<file path="src/rtl/pulse_capture.sv">
// pulse_capture: measures the width of each constant-level segment of an async input and reports it over valid/ready
module pulse_capture #(
  parameter int CNT_W       = 16,
  parameter int SYNC_STAGES = 2
) (
  input  logic             clk,
  input  logic             rst_n,
  input  logic             sig_in,
  output logic             meas_valid,
  input  logic             meas_ready,
  output logic             meas_level,
  output logic [CNT_W-1:0] meas_width,
  output logic             meas_sat,
  output logic             overrun,
  input  logic             clear_overrun
);
  typedef enum logic {IDLE, MEAS} state_t;
  localparam logic [CNT_W-1:0] MAX = '1;
  state_t                 state;
  logic [SYNC_STAGES-1:0] sync;
  logic                   prev_q;
  logic [CNT_W-1:0]       cnt;
  logic                   sync_q, edg, done, slot_free;
  assign sync_q    = sync[SYNC_STAGES-1];
  assign edg       = sync_q != prev_q;
  assign done      = state == MEAS && edg;
  assign slot_free = !meas_valid || meas_ready;
  always_ff @(posedge clk) begin
    if (!rst_n) begin
      state      <= IDLE;
      sync       <= '0;
      prev_q     <= 1'b0;
      cnt        <= '0;
      meas_valid <= 1'b0;
      meas_level <= 1'b0;
      meas_width <= '0;
      meas_sat   <= 1'b0;
      overrun    <= 1'b0;
    end else begin
      sync   <= {sync[SYNC_STAGES-2:0], sig_in};
      prev_q <= sync_q;
      if (edg) begin
        state <= MEAS;
        cnt   <= 1;
      end else if (state == MEAS && cnt != MAX) cnt <= cnt + 1'b1;
      if (done && slot_free) begin
        meas_valid <= 1'b1;
        meas_level <= prev_q;
        meas_width <= cnt;
        meas_sat   <= cnt == MAX;
      end else if (meas_ready) meas_valid <= 1'b0;
      overrun <= (done && !slot_free) || (overrun && !clear_overrun);
    end
  end
endmodule

</file>
<file path="config.mk">
export PLATFORM = sky130hd
export DESIGN_NAME = pulse_capture
export DESIGN_NICKNAME = d
export VERILOG_FILES = /design/src/rtl/pulse_capture.sv
export SDC_FILE = /design/constraint.sdc
export NUM_CORES = 1
export LEC_CHECK = 0
export CORE_ASPECT_RATIO = 0.8
export CORE_UTILIZATION = 50
export DETAILED_ROUTE_END_ITERATION = 8
export DONT_BUFFER_PORTS = 1
export GPL_ROUTABILITY_DRIVEN = 0
export PLACE_DENSITY = 0.75
export SLEW_MARGIN = 20
export SYNTH_ARGS = -nofsm -noshare
export SYNTH_HDL_FRONTEND = slang
export SYNTH_SLANG_ARGS = --single-unit
</file>
<file path="constraint.sdc">
create_clock -name clk -period 3.3 [get_ports clk]
set_input_delay 0.495 -clock clk [delete_from_list [all_inputs] [get_ports clk]]
set_output_delay 0.495 -clock clk [all_outputs]
set_load 0.02 [all_outputs]
</file>
==> summary.md <==
| Metric | Value |
|---|---|
| Initial core utilization | `between 50% and 60%` |
| First-pass GRT wire length | `roughly 5000 um` |
| Worst hold margin | `between 0.3 and 0.4 ns` |
| Synth area leader | `dfxtp_1` |
| Antenna violations before repair | `0` |
| Die W | `around 66 um` |
| Final setup TNS | `0 ns` |
| Routed len/inst | `14.6 um` |
| Clk buf depth | `2` |
| Gate Count Post-Synth | `between 150 and 200` |
| Worst-path clk slew | `~0.080 ns` |
| Register bit total from synthesis | `40` |
| N_diodes | `0` |
| R2R cell count | `6` |
| Rows | `18` |
| Crit Path Max Fanout | `6` |
| Pwr dens | `roughly 580 nW/um^2` |
| Fillers | `between 200 and 300` |
| Post-Syn Area | `approximately 1700 sq um` |
| Peak VDD IR | `between 0.2 and 0.3 mV` |
| Slew HR | `around two fifths` |
| Placed insts | `around 210` |
| GRT Util Overall | `around 20%` |
| Post-synth top area share | `48.2%` |
| WP depth | `6` |
| Synth cell types | `33` |
| Syn Nets | `around 180` |
| Grt ovf | `0` |
| Slowest stage delay, CP | `0.82 ns` |
| Drt total wl | `3150 um` |
| Post-place setup slack | `~1.1 ns` |
| Number of buffers created by CTS | `5` |
| DRT antenna net count | `0` |
| Leak | `0.766 nW` |
| Clock tree from TritonCTS | `done` |
| Layout Nets | `180` |
| Top post-synthesis cells by area | `dfxtp_1 (48%), mux2i_1 (12%), nor2_1 (5.9%)` |
| Vias per cell | `between 5 and 6` |
| Yosys warns | `0` |
| Slowest-stage cell, CP | `nor4_1` |
| Root Buffer | `clkbuf_8` |
| # setup viols final | `0` |
| Crit path cell chain | `ha_1 > nand4_1 > nor4_1 > buf_4 > or3_1 > a21oi_1` |
| Critical path class | `flip-flop to flip-flop` |
| Crit. End Element | `flip-flop` |
| Period utilization | `between 60% and 70%` |
| Core Region | `between 3000 and 4000 sq um` |
| Final Non-Filler Cells | `about 220` |
| Setup WS post-layout | `about 1 ns` |
| Setup bufs post-CTS | `0` |
| Iter 0 DRT Violations | `77` |
| DRC viols | `0` |
| Fmax | `roughly 440 MHz` |
| Max Cap Viol | `0` |
| Post-layout util | `roughly three fifths` |
| Vias in the first global route | `1090` |
| Final min period | `2.27 ns` |
| Clk_lat worst skew | `0.30 ns` |
| DRT Pass-1 Iters | `4` |
| Htree depth | `2` |
| Resized Gates After CTS | `0` |
| Setup Skew | `slightly below 0.007 ns` |
| Vias | `1227` |
| Die area | `about 3600 sq um` |
| Port buffer count | `0` |
| CP arrival | `between 2 and 2.5 ns` |
| Largest net degree at the start of global routing | `24` |
| IO Pins | `25` |
| Worst-Margin Slew | `between 0.8 and 0.9 ns` |
| Hold Path Depth | `1` |
| Die height | `53.6 um` |
| Layout cells sized above 1 | `9.71%` |
| Crit path buf inv count | `1` |
| RSZ-0062 raised after global routing | `false` |
| Final Hold Violating Endpoints | `0` |
| Post-Syn Area per Cell | `about 9.5 sq um` |
| Post-CTS Hold Fix Bufs | `0` |
| Post-synthesis sequential area ratio | `between 40% and 50%` |
| Delay-heaviest family, CP | `simple AND/OR/NAND/NOR gates` |
| Layout area overhead | `10.9%` |
| Status | `finished clean` |
| Hold WC Path Type | `input pin to flip-flop` |
| CP required | `approximately 3.5 ns` |
| Detailed Place HPWL | `between 2000 and 2500 um` |
| Largest registers | `cnt x16, meas_width x16, sync x2` |
| TritonCTS Sinks | `40` |
| Startpoint Class | `flip-flop` |
| Final Slew Violations | `0` |
## final timing paths
check,from,endpoint,slack [ns]
max,cnt[0]$_SDFFE_PN0P_,cnt[13]$_SDFFE_PP0P_,1.03
min,rst_n,cnt[0]$_SDFFE_PN0P_,0.31
max reg2reg,cnt[0]$_SDFFE_PN0P_,cnt[13]$_SDFFE_PP0P_,1.03
min reg2reg,sync[0]$_SDFF_PN0_,sync[1]$_SDFF_PN0_,0.45
## synthesized netlist by cell type, drive strengths merged
cell type,n
and2,4
a21oi,11
o22ai,1
nand2b,1
dfxtp,40
nor4,1
nor4b,1
or2,2
xnor2,1
o21a,1
nor2,26
o21ai,8
nand3,7
nand2,8
o31ai,3
mux2i,20
or3,8
or4b,1
buf,3
ha,1
xor2,3
inv,3
nand4,4
nor3,1
o211ai,1
o41ai,1
or4,4
and4,3
clkbuf,7
## area by class of cell
class	count	area [sq um]	area share (%)
clock buffer	5	68.8	3.73
clock inverter	3	90.1	4.88
inverter	3	11.3	0.611
multi-input combinational	122	808	43.8
sequential	40	801	43.4
tap	40	50.0	2.71
timing repair buffer	2	15.0	0.814
## layout by cell type (no fill, tap or decap), drive strengths merged, types with 2 or more instances in the layout
cell     n
dfxtp   40
nor2    26
mux2i   20
a21oi   11
nand2    8
o21ai    8
or3      8
nand3    7
clkbuf   5
and2     4
nand4    4
or4      4
inv      3
xor2     3
and4     3
o31ai    3
bufinv   3
or2      2
buf      2
## routing by layer
layer,wire [um],GRT usage [%],part of all wire (%)
met3,147,8.05,4.7
met4,38,8.16,1.2
met2,1450,30.8,46
met1,1510,24.6,48
met5,0,0,0
## report_power, final
part | switching [mW] | internal, mW | leakage [nW]
Combinational | 0.0185 | 0.0109 | 0.365
Clock | 0.173 | 0.378 | 0.0784
Sequential | 0.00672 | 0.487 | 0.323
Total | 0.198 | 0.876 | 0.766
## logic make-up (layout without fill, tap and decap cells)
logic type | after synthesis | in the layout | synth area share, %
xor gates and xnor gates | 4 | 4 | 2.11
and+or+nand+nor | 71 | 71 | 23.5
buffers and inverters | 13 | 13 | 3.23
DFF | 40 | 40 | 48.2
adders and majority gates | 1 | 1 | 0.752
muxes | 20 | 20 | 12.0
AOI/OAI and AO/OA | 26 | 26 | 10.2
## per-stage QoR
step           power [mW]  cell area [sq um]
5_1_grt              1.11               1840
3_5_place_dp        0.535               1690
2_1_floorplan       0.529               1660
6_report             1.07               1840
3_3_place_gp        0.532               1690
4_1_cts              1.08               1840
(Power assumes the default switching activity.)
